===== config.mk =====
export PLATFORM = sky130hd
export DESIGN_NAME = riscv151_lsu
export DESIGN_NICKNAME = d
export VERILOG_FILES = /design/src/rtl/riscv151_lsu.sv
export SDC_FILE = /design/constraint.sdc
export NUM_CORES = 1
export LEC_CHECK = 0
export BUFFER_PORTS_ARGS = -buffer_cell sky130_fd_sc_hd__buf_2
export CORE_MARGIN = 2
export CORE_UTILIZATION = 48
export DETAILED_ROUTE_END_ITERATION = 7
export PLACE_DENSITY = 0.76
export REMOVE_ABC_BUFFERS = 1
export SYNTH_ARGS = -nofsm -noshare
export SYNTH_HDL_FRONTEND = slang
export SYNTH_SLANG_ARGS = --single-unit

===== constraint.sdc =====
create_clock -name clk -period 3.65 [get_ports clk]
set_input_delay 0.365 -clock clk [delete_from_list [all_inputs] [get_ports clk]]
set_output_delay 0.365 -clock clk [all_outputs]
set_load 0.01 [all_outputs]

===== src/rtl/riscv151_lsu.sv =====
// Riscv151 load/store unit: one request at a time, issued as one or two aligned dcache beats.
// Build option: define RISCV151_LSU_MISALIGN_SPLIT_EN to service misaligned accesses instead of faulting them.
module riscv151_lsu #(
    parameter int XLEN = 32
) (
    input  logic                clk,
    input  logic                reset,
    input  logic                req_valid,
    output logic                req_ready,
    input  logic                req_we,
    input  logic [1:0]          req_size,
    input  logic                req_unsigned,
    input  logic [XLEN-1:0]     req_addr,
    input  logic [XLEN-1:0]     req_wdata,
    output logic                resp_valid,
    output logic [XLEN-1:0]     resp_rdata,
    output logic                resp_fault,
    output logic [XLEN-1:0]     dcache_addr,
    output logic                dcache_re,
    output logic [XLEN/8-1:0]   dcache_we,
    output logic [XLEN-1:0]     dcache_din,
    input  logic [XLEN-1:0]     dcache_dout,
    input  logic                stall
);
    localparam int BYTES = XLEN / 8;
    localparam int OFFW  = $clog2(BYTES);
    localparam int SW    = OFFW + 2;

    typedef enum logic [2:0] {IDLE, ISSUE0, ISSUE1, WAIT, DONE} state_t;
    state_t state, state_next;

    logic            we_q, uns_q, fault_q, cross_q;
    logic [1:0]      size_q;
    logic [XLEN-1:0] addr_q, wdata_q, beat0_q, beat1_q;

    logic [OFFW-1:0] off_in;
    logic [SW-1:0]   nb_in, end_in;
    logic            illegal_in, cross_in, fault_in;

    always_comb begin
        off_in     = req_addr[OFFW-1:0];
        nb_in      = SW'(1) << req_size;
        end_in     = SW'(off_in) + nb_in;
        cross_in   = end_in > SW'(BYTES);
        illegal_in = (XLEN == 32) && (req_size == 2'd3);
`ifdef RISCV151_LSU_MISALIGN_SPLIT_EN
        fault_in   = illegal_in;
`else
        fault_in   = illegal_in || ((SW'(off_in) & (nb_in - SW'(1))) != '0);
`endif
    end

    logic [OFFW-1:0]    off_q;
    logic [SW-1:0]      nb_q;
    logic [2*BYTES-1:0] mask;
    logic [2*XLEN-1:0]  shifted, cat;
    logic [XLEN-1:0]    word_addr, rlow, merged;
    logic               sign_bit;

    // Both beats are views of a double-width window starting at the word address.
    always_comb begin
        off_q     = addr_q[OFFW-1:0];
        nb_q      = SW'(1) << size_q;
        mask      = (((2*BYTES)'(1) << nb_q) - (2*BYTES)'(1)) << off_q;
        shifted   = {{XLEN{1'b0}}, wdata_q} << {off_q, 3'b000};
        word_addr = {addr_q[XLEN-1:OFFW], {OFFW{1'b0}}};
        cat       = {beat1_q, beat0_q};
        rlow      = XLEN'(cat >> {off_q, 3'b000});
        case (size_q)
            2'd0:    sign_bit = rlow[7];
            2'd1:    sign_bit = rlow[15];
            2'd2:    sign_bit = rlow[31];
            default: sign_bit = rlow[XLEN-1];
        endcase
        merged = '0;
        for (int i = 0; i < BYTES; i++) begin
            if (i < int'(nb_q)) merged[8*i +: 8] = rlow[8*i +: 8];
            else                merged[8*i +: 8] = {8{sign_bit & ~uns_q}};
        end
    end

    always_ff @(posedge clk) begin
        if (!reset) begin
            state   <= IDLE;
            we_q    <= 1'b0;
            uns_q   <= 1'b0;
            fault_q <= 1'b0;
            cross_q <= 1'b0;
            size_q  <= 2'd0;
            addr_q  <= '0;
            wdata_q <= '0;
            beat0_q <= '0;
            beat1_q <= '0;
        end else begin
            state <= state_next;
            if (state == IDLE && req_valid) begin
                we_q    <= req_we;
                uns_q   <= req_unsigned;
                fault_q <= fault_in;
                cross_q <= cross_in;
                size_q  <= req_size;
                addr_q  <= req_addr;
                wdata_q <= req_wdata;
                beat0_q <= '0;
                beat1_q <= '0;
            end
            // Read data trails each accepted read beat by one unstalled cycle.
            if (state == ISSUE1 && !stall && !we_q) beat0_q <= dcache_dout;
            if (state == WAIT && !stall) begin
                if (cross_q) beat1_q <= dcache_dout;
                else         beat0_q <= dcache_dout;
            end
        end
    end

    always_comb begin
        state_next  = state;
        req_ready   = 1'b0;
        resp_valid  = 1'b0;
        resp_rdata  = '0;
        resp_fault  = 1'b0;
        dcache_addr = '0;
        dcache_re   = 1'b0;
        dcache_we   = '0;
        dcache_din  = '0;
        case (state)
            IDLE: begin
                req_ready = 1'b1;
                if (req_valid) state_next = fault_in ? DONE : ISSUE0;
            end
            ISSUE0: begin
                dcache_addr = word_addr;
                if (we_q) begin
                    dcache_we  = mask[BYTES-1:0];
                    dcache_din = shifted[XLEN-1:0];
                end else begin
                    dcache_re = 1'b1;
                end
                if (!stall) state_next = cross_q ? ISSUE1 : (we_q ? DONE : WAIT);
            end
            ISSUE1: begin
                dcache_addr = word_addr + XLEN'(BYTES);
                if (we_q) begin
                    dcache_we  = mask[2*BYTES-1:BYTES];
                    dcache_din = shifted[2*XLEN-1:XLEN];
                end else begin
                    dcache_re = 1'b1;
                end
                if (!stall) state_next = we_q ? DONE : WAIT;
            end
            WAIT: begin
                if (!stall) state_next = DONE;
            end
            DONE: begin
                resp_valid = 1'b1;
                resp_fault = fault_q;
                resp_rdata = (!we_q && !fault_q) ? merged : '0;
                state_next = IDLE;
            end
            default: state_next = IDLE;
        endcase
        if (!reset) begin
            state_next  = IDLE;
            req_ready   = 1'b0;
            resp_valid  = 1'b0;
            resp_rdata  = '0;
            resp_fault  = 1'b0;
            dcache_addr = '0;
            dcache_re   = 1'b0;
            dcache_we   = '0;
            dcache_din  = '0;
        end
    end
endmodule


==> impl_metrics.yaml, run 1 <==
synth:
  synthMuxAreaShare_pct: 10.3
  synth_top_flop_cell: "dfxtp_1"
  async_reset_ff_share_pct: 0
  synth_compound_area_share_pct: 22.7
  synthXorXnorAreaFrac_pct: 0
  yosys_register_bits: 129
  synth_cells: 1128
  yosysSeqAreaShare_pct: 32.6
  post_synth_fa_ha_maj_area_fraction_pct: 0.885
  ys.warnings.count: 0
  synth-edff-count: 0
  synth-simple-area-share_pct: 27.8
  syn_avg_cell_area_um2: 7.02
  synth_top_family_by_area: "simple AND/OR/NAND/NOR gates"
  synth.distinct_cells: 61
  syn-cell-area_um2: 7910
sta:
  setup_viol: 0
  fin_tns_setup_ps: 0
  period_minus_slack_ps: 3520
  rsz0062_at_grt: "false"
  post-route-period-util_pct: 96.4
  report.final.slew_viol_count: 0
  tightestPinTransition_ps: 1010
  hold_violations: 0
  whs_ps: 172
  slew_headroom_pct: 32.8
  max_freq_mhz: 284
  final.setup_skew_ps: 8.23
grt:
  grtUsageTotal_pct: 27.2
  antenna_found_initial: 0
  first_global_vias: 7837
  grt_pass1_wl_mm: 39.2
  grt_start_max_net_pins: 87
  grt_overflow_total: 0
finish:
  nFillCells: 1579
  area_delta_synth_final_pct: 21.3
  layout.cells.non_filler: 1506
  final_cell_mix: "235 x nand2_1, 205 x buf_2, 180 x a21oi_1"
  layout_commonest_cell: "nand2_1"
  drive_above_1_share_pct: 23.9
  diodes: 0
  nNetsFinal: 1386
clock_network:
  cts_setup_buffers: 0
  htree_levels: 4
  hold_buffers: 0
  ctsResizeCount: 0
  cts_inserted_buffers: 17
  cts-root-buf: "clkbuf_16"
  clock_latency_ps: 430
  clockBufferDepth: 2
  path_clk_slew_ps: 60
  cts.sinks: 129
  cts_tree: "built"
setup_path:
  worstPathArrival_ps: 3160
  worst_path_largest_cell_delay_ps: 830
  worst_path_max_delay_cell: "or4_1"
  worst_ep_required_time_ps: 3280
  path_class: "reg -> out"
  start_kind: "flip-flop"
  cp_top_family: "simple AND/OR/NAND/NOR gates"
  crit_fanout: 24
  endpoint_kind: "primary output"
  crit_chain: "or3b_4 > or3_1 > or4_1 > o22ai_1 > buf_2"
  cp_num_buf_inv: 1
floorplan:
  start_util_pct: 49.5
  design.die.area_um2: 17500
  ios: 208
  coreArea_um2: 16000
  die_h_um: 132
  die_x_um: 132
  rows: 46
pwr:
  peakVddDrop_v: 0.000335
  p_per_area_nw_per_um2: 421
  finalPower_w: 0.00404
  p_leak_nw: 3.66
placed_design:
  dp_hpwl_mm: 16.3
  gp_congestion: 0.860
  place_inst: 1474
  port-buffer-count: 205
drt:
  ant_nets: 0
  drt_first_iter_violations: 707
  firstDrtPassIters: 5
  vias_per_cell: 5.80
  wirelength_mm: 24.7
  vias: 8741
  wl_per_cell_um: 16.4
  route.detailed.drc: 0
outcome:
  status: "finished, final reports clean"
flow_run:
  drv_cap: 0
hold_path:
  hold_path_class: "in -> reg"
synthesized netlist by cell type, types with 3 or more instances:
master	instances	area, µm²
o22ai_1	5	31.3
o21ai_0	50	250
nor3b_1	3	22.5
o22a_1	8	70.1
nor3_1	10	50.1
ha_1	4	50.1
buf_4	3	22.5
or4_1	5	37.5
a211oi_1	19	143
buf_1	14	52.6
mux2_2	24	270
nor4_1	5	31.3
clkbuf_1	75	282
nor2_1	103	387
or2_2	5	31.3
o211ai_1	5	37.5
and4_1	3	26.3
and3_1	3	18.8
nand2b_1	5	31.3
a31oi_1	7	43.8
nor2b_1	7	43.8
inv_1	10	37.5
mux2i_1	50	500
and2_1	3	18.8
dfxtp_1	129	2580
a22oi_1	18	135
nand3b_1	4	30.0
or3_1	5	31.3
nand4_1	9	56.3
buf_2	7	35.0
o22ai_2	4	50.1
a21oi_1	180	901
nand3_1	79	395
nand2_1	235	882
cells by family after synthesis:
| logic type | after synthesis |
|---|---|
| adders and majority gates | 5 |
| AOI/OAI and AO/OA | 312 |
| buffers and inverters | 111 |
| muxes | 76 |
| other | 1 |
| and+or+nand+nor | 494 |
| DFF | 129 |
worst register-to-register path, stage by stage (launching register included):
cell	delay [ps]
dfxtp_1	620
nor2_1	120
nand3b_1	140
buf_4	700
nand3_1	230
a21oi_1	210
layout make-up:
cell class / instances / area (µm²) / share of cell area, %
multi-input cells: 889 / 4910 / 51.2
flip-flops and latches: 129 / 2590 / 27.0
clock buffers: 19 / 443 / 4.61
repair buffers: 229 / 1210 / 12.6
inverters: 11 / 43.8 / 0.456
clock inverters: 13 / 139 / 1.45
well taps: 216 / 270 / 2.82
stage by stage:
| step | area, µm² | util [%] | worst slack, ps |
|---|---|---|---|
| after detailed placement | 9020 | 56.4 | 590 |
| after global routing | 9600 | 60.0 | 14.0 |
| after global placement | 9020 | 56.4 | 670 |
| final | 9600 | 60.0 | 130 |
| after CTS | 9600 | 60.0 | 147 |
| after floorplan | 7510 | - | -3400 |
registers in the layout, summed over array words and instances, names as in the netlist:
register and flops:
wdata_q 32, we_q 1, fault_q 1, beat0_q 32, cross_q 1, uns_q 1
size_q 2, beat1_q 24, addr_q 32, state 3
path summary, 6_finish.rpt:
kind | start | to | slack (ps) | cells after the start
worst min register to register | beat1_q[11]$_SDFF_PN0_ | beat1_q[11]$_SDFF_PN0_ | 470 | 2
worst max register to register | state[2]$_SDFFE_PN0P_ | beat0_q[28]$_SDFF_PN0_ | 1540 | 5
worst max-delay path | state[2]$_SDFFE_PN0P_ | resp_rdata[8] | 130 | 5
worst min-delay path | req_addr[10] | addr_q[10]$_SDFFE_PN0P_ | 170 | 3
routing by layer:
| layer | vias to the layer above | wire [µm] | part of all wire [%] | GRT usage, % |
|---|---|---|---|---|
| met5 | - | 0 | 0 | 0 |
| met4 | 0 | 605 | 2.5 | 9.74 |
| met3 | 44 | 2060 | 8.4 | 6.31 |
| met2 | 406 | 11500 | 46 | 44.3 |
| met1 | 4025 | 10500 | 43 | 35.2 |
| li1 | 4266 | - | - | - |
power by group:
| group | internal [W] | switching [W] | total (W) |
|---|---|---|---|
| combinational | 0.000257 | 0.000455 | 0.000713 |
| sequential | 0.00150 | 0.000135 | 0.00164 |
| clock | 0.00102 | 0.000673 | 0.00169 |
| total | 0.00278 | 0.00126 | 0.00404 |
Note: power is estimated with default switching activity, not from simulation.
==> inputs of run 2 (changes only) <==
--- a/config.mk
+++ b/config.mk
@@ -5,7 +5,7 @@
 export SDC_FILE = /design/constraint.sdc
 export NUM_CORES = 1
 export LEC_CHECK = 0
-export BUFFER_PORTS_ARGS = -buffer_cell sky130_fd_sc_hd__buf_2
+export BUFFER_PORTS_ARGS = -buffer_cell sky130_fd_sc_hd__clkbuf_2
 export CORE_MARGIN = 2
 export CORE_UTILIZATION = 48
 export DETAILED_ROUTE_END_ITERATION = 7
==> run 2 against run 1 <==
Critical path depth is 1 higher. Cell area about the same. Non-clock buffer count shrank 1. Count of clock-buffer cells in the layout is the same. Combinational power decreased by 1%. Core utilization about the same. Register-to-register slack better by 70 ps. Sequential power about the same. Die area unchanged. Sequential cell count stayed put. Cell count about the same. Largest cell class unchanged.
==> impl_metrics.yaml, run 2 (synthesis results as in run 1) <==
sta:
  fin_tns_setup_ps: 0
  rsz0062_at_grt: "false"
  tightestPinTransition_ps: 954
  report.final.slew_viol_count: 0
  setup_viol: 0
  slew_headroom_pct: 36.4
  period_minus_slack_ps: 3320
  post-route-period-util_pct: 91.0
  hold_violations: 0
  final.setup_skew_ps: 11.2
  max_freq_mhz: 301
setup_path:
  start_kind: "flip-flop"
  cp_top_family: "simple AND/OR/NAND/NOR gates"
  crit_path_start: "state[0]$_SDFFE_PN0P_"
  worst_path_max_delay_cell: "nor2_1"
  cp_common_cell: "nor2_1"
  cp_num_buf_inv: 1
  crit_cells: 6
  endpoint_kind: "primary output"
  worst_path_largest_cell_delay_ps: 700
  crit_end: "dcache_din[2]"
  r2r-end: "beat1_q[21]$_SDFF_PN0_"
  worstPathArrival_ps: 2960
  worstReg2RegStart: "state[0]$_SDFFE_PN0P_"
  crit_chain: "nor4bb_2 > nand2b_1 > nor2_1 > a21oi_1 > nor2_1 > clkbuf_2"
  r2r_setup_slack_ps: 1610
  path_class: "reg -> out"
  r2r_cells: 5
  crit_fanout: 17
  worst_ep_required_time_ps: 3280
finish:
  final_cell_area_um2: 9600
  largestRegisters: "addr_q: 32 flops, beat0_q: 32 flops, wdata_q: 32 flops"
  nNetsFinal: 1385
  diodes: 0
  area_delta_synth_final_pct: 21.4
  drive_above_1_share_pct: 24.0
  layout_commonest_cell: "nand2_1"
  final_cell_mix: "235 x nand2_1, 205 x clkbuf_2, 180 x a21oi_1"
pwr:
  p_per_area_nw_per_um2: 421
  p_clk_share_pct: 41.9
  finalPower_w: 0.00405
  peakVddDrop_v: 0.000316
  p_int_w: 0.00280
  seq_power_share_pct: 40.6
  p_leak_nw: 3.59
  p_comb_share_pct: 17.4
  p_sw_share_pct: 30.9
  p_sw_w: 0.00125
clock_network:
  cts.sinks: 129
  path_clk_slew_ps: 60
  clockBufferDepth: 2
  htree_levels: 4
  hold_buffers: 0
  clock_latency_ps: 420
  cts_tree: "built"
  cts_inserted_buffers: 17
  cts_setup_buffers: 0
  cts-root-buf: "clkbuf_16"
floorplan:
  die_h_um: 132
  rows: 46
  start_util_pct: 49.5
  die_x_um: 132
  coreArea_um2: 16000
  ios: 208
  design.die.area_um2: 17500
drt:
  ant_nets: 0
  vias_per_cell: 5.81
  wirelength_mm: 24.6
  vias: 8737
  drt_first_iter_violations: 682
  firstDrtPassIters: 6
  wl_per_cell_um: 16.3
  route.detailed.drc: 0
hold_path:
  hold_path_class: "in -> reg"
  whs_path_depth: 3
placed_design:
  placed_area_um2: 9010
  dp_hpwl_mm: 16.2
  gp_congestion: 0.865
  port-buffer-count: 205
grt:
  grt_overflow_total: 0
  first_global_vias: 7822
  grtUsageTotal_pct: 27.0
  antenna_found_initial: 0
  grt_start_max_net_pins: 91
  grt_pass1_wl_mm: 39.1
outcome:
  status: "finished, final reports clean"
flow_run:
  drv_cap: 0
run 2: cell types whose count changed in the layout (fill, tap and decap cells not counted):
| cell | previous run | this run |
|---|---|---|
| buf_4 | 24 | 23 |
| clkbuf_2 | 0 | 205 |
| clkbuf_8 | 1 | 2 |
| clkbuf_1 | 1 | 0 |
| clkinvlp_4 | 2 | 4 |
| clkinv_4 | 5 | 2 |
| inv_6 | 0 | 1 |
| or4_1 | 5 | 4 |
| or4_4 | 0 | 1 |
| buf_2 | 205 | 0 |
run 2: power groups by stage:
stage | registers, W | clock network (W) | logic [W]
final | 0.00164 | 0.00170 | 0.000706
after global routing | 0.00166 | 0.00179 | 0.000779
after CTS | 0.00164 | 0.00172 | 0.000701
after detailed placement | 0.00167 | 0 | 0.000698
after global placement | 0.00167 | 0 | 0.000686
after floorplan | 0.00166 | 0 | 0.000461
run 2: how the worst min path moves through the flow:
stage                            startpoint                       to  slack [ps]
detailed placement       uns_q$_SDFFE_PN0P_       uns_q$_SDFFE_PN0P_         450
global placement    addr_q[31]$_SDFFE_PN0P_  addr_q[31]$_SDFFE_PN0P_         450
finish                         req_addr[14]  addr_q[14]$_SDFFE_PN0P_         160
floorplan                uns_q$_SDFFE_PN0P_       uns_q$_SDFFE_PN0P_         430
global route                dcache_dout[25]   beat0_q[25]$_SDFF_PN0_         160
CTS                            req_addr[18]  addr_q[18]$_SDFFE_PN0P_         150
run 2: area by class of cell:
type / instances / area, µm²
Fill cell: 1548 / 6400
Multi-Input combinational cell: 889 / 4910
Sequential cell: 129 / 2590
Timing Repair Buffer: 228 / 1200
Clock buffer: 19 / 453
Tap cell: 216 / 270
Clock inverter: 13 / 136
Inverter: 11 / 43.8
run 2: stage by stage:
step                      hold WS (ps)  worst slack (ps)  util [%]  instances
after global placement             446               643      56.3       1473
after detailed placement           454               546      56.3       1473
final                              158               328      60.0       1505
after global routing               159              93.1      60.0       1505
after CTS                          151               138      60.0       1505
after floorplan                    433             -3400         -       1029
run 2: worst reg2reg max path: cells and delay by family (launching register included):
kind	cells	cell delay [ps]
buf+inv	1	700
flops	1	620
simple gates	3	450
compound gates	1	190
run 2: repair_timing:
item	CTS	global route
setup endpoints to repair	0	3
hold endpoints to repair	0	0
resized for setup	0	1
run 2: routing by layer:
layer  share of wire (%)  up-vias  track usage [%]
met4                 1.7        0             8.06
met2                  46      392             43.3
li1                    -     4257                -
met5                   0        -                0
met1                  43     4053             36.1
met3                 8.6       35             6.61
==> inputs of run 3 (changes only) <==
--- a/config.mk
+++ b/config.mk
@@ -10,6 +10,7 @@
 export CORE_UTILIZATION = 48
 export DETAILED_ROUTE_END_ITERATION = 7
 export PLACE_DENSITY = 0.76
+export RECOVER_POWER = 50
 export REMOVE_ABC_BUFFERS = 1
 export SYNTH_ARGS = -nofsm -noshare
 export SYNTH_HDL_FRONTEND = slang
==> run 3 against run 2 <==
The run now ends with capacitance limit, slew limit left. Count of clock-buffer cells in the layout did not move. Global-route usage did not move. Maximum frequency about the same. Register-to-register slack got worse by 620 ps. Worst hold slack better by 3.8 ps. Critical path type unchanged.
==> impl_metrics.yaml, run 3 (synthesis results as in run 1) <==
outcome:
  status: "finished, violations left"
  violations: "capacitance limit, slew limit"
clock_network:
  cts-root-buf: "clkbuf_16"
  cts.sinks: 129
  cts_setup_buffers: 0
  hold_buffers: 0
  htree_levels: 4
  cts_inserted_buffers: 17
  path_clk_slew_ps: 60
  clockBufferDepth: 2
  clock_latency_ps: 420
  cts_tree: "built"
sta:
  rsz0062_at_grt: "false"
  post-route-period-util_pct: 91.0
  final.setup_skew_ps: 10.4
  period_minus_slack_ps: 3320
  whs_ps: 162
  tightestPinTransition_ps: 1820
  max_freq_mhz: 301
  fin_tns_setup_ps: 0
  setup_viol: 0
  report.final.slew_viol_count: 86
  hold_violations: 0
  slew_headroom_pct: -21.5
grt:
  grt_overflow_total: 0
  grtUsageTotal_pct: 27.0
  grt_start_max_net_pins: 91
  first_global_vias: 7822
  antenna_found_initial: 0
  grt_pass1_wl_mm: 39.1
floorplan:
  ios: 208
  die_x_um: 132
  start_util_pct: 49.5
  die_h_um: 132
  coreArea_um2: 16000
  design.die.area_um2: 17500
  rows: 46
setup_path:
  worst_path_max_delay_cell: "nor2_1"
  worstPathArrival_ps: 2960
  crit_chain: "nor4bb_2 > nand2b_1 > nor2_1 > a21oi_1 > nor2_1 > clkbuf_2"
  endpoint_kind: "primary output"
  worst_ep_required_time_ps: 3280
  r2r_setup_slack_ps: 990
  start_kind: "flip-flop"
  cp_common_cell: "nor2_1"
  worst_path_largest_cell_delay_ps: 730
  crit_fanout: 17
  path_class: "reg -> out"
finish:
  nFillCells: 1554
  largestRegisters: "addr_q: 32 flops, beat0_q: 32 flops, wdata_q: 32 flops"
  area_delta_synth_final_pct: 21.1
  drive_above_1_share_pct: 23.7
  layout_commonest_cell: "nand2_1"
  final_core_util_pct: 59.9
  nNetsFinal: 1385
  layout.cells.non_filler: 1505
  diodes: 0
  final_cell_mix: "235 x nand2_1, 205 x clkbuf_2, 180 x a21oi_1"
drt:
  wl_per_cell_um: 16.4
  vias_per_cell: 5.77
  firstDrtPassIters: 5
  ant_nets: 0
  route.detailed.drc: 0
  vias: 8690
  wirelength_mm: 24.6
  drt_first_iter_violations: 708
pwr:
  peakVddDrop_v: 0.000313
  p_per_area_nw_per_um2: 422
  finalPower_w: 0.00404
  p_leak_nw: 3.58
placed_design:
  place_inst: 1473
  gp_congestion: 0.865
  port-buffer-count: 205
  dp_hpwl_mm: 16.2
flow_run:
  drv_cap: 1
hold_path:
  hold_path_class: "in -> reg"
## run 3: path summary, 6_finish.rpt
kind,from,endpoint,depth (start not counted)
worst max-delay path,state[0]$_SDFFE_PN0P_,dcache_din[2],6
worst min-delay path,req_addr[14],addr_q[14]$_SDFFE_PN0P_,3
worst max register to register,state[2]$_SDFFE_PN0P_,beat0_q[28]$_SDFF_PN0_,5
worst min register to register,uns_q$_SDFFE_PN0P_,uns_q$_SDFFE_PN0P_,2
## run 3: per-stage QoR
stage | area (µm²) | setup slack [ps]
after detailed placement | 9010 | 546
after floorplan | 7510 | -3400
after global placement | 9010 | 643
final | 9580 | 328
after CTS | 9600 | 138
after global routing | 9580 | 110
## run 3: critical path: cells and delay by family (launching register included)
family	cells	cell delay, ps
buffers and inverters	1	140
AOI/OAI and AO/OA	1	160
DFF	1	600
and+or+nand+nor	4	1640
## run 3: cell type report
type / count / area, µm² / area share [%]
clock buffers: 19 / 453 / 4.73
flip-flops and latches: 129 / 2590 / 27.0
inverters: 11 / 43.8 / 0.457
multi-input cells: 889 / 4900 / 51.1
clock inverters: 13 / 136 / 1.42
repair buffers: 228 / 1190 / 12.4
well taps: 216 / 270 / 2.82
## run 3: routing by layer
metal  GRT usage (%)  up-vias  routed length [µm]
li1                -     4258                   -
met3            6.61       33                2030
met1            36.1     4028               10700
met2            43.3      371               11500
met5               0        -                   0
met4            8.06        0                 416
## run 3: where the power goes
group	internal [W]	total [W]	switching (W)
Sequential	0.00150	0.00164	0.000143
Combinational	0.000255	0.000705	0.000450
Clock	0.00104	0.00169	0.000655
## run 3: repair_timing
action                                  in CTS  in global routing
endpoints found under the setup margin       0                  3
gates resized for setup                      0                  1
endpoints found under the hold margin        0                  0
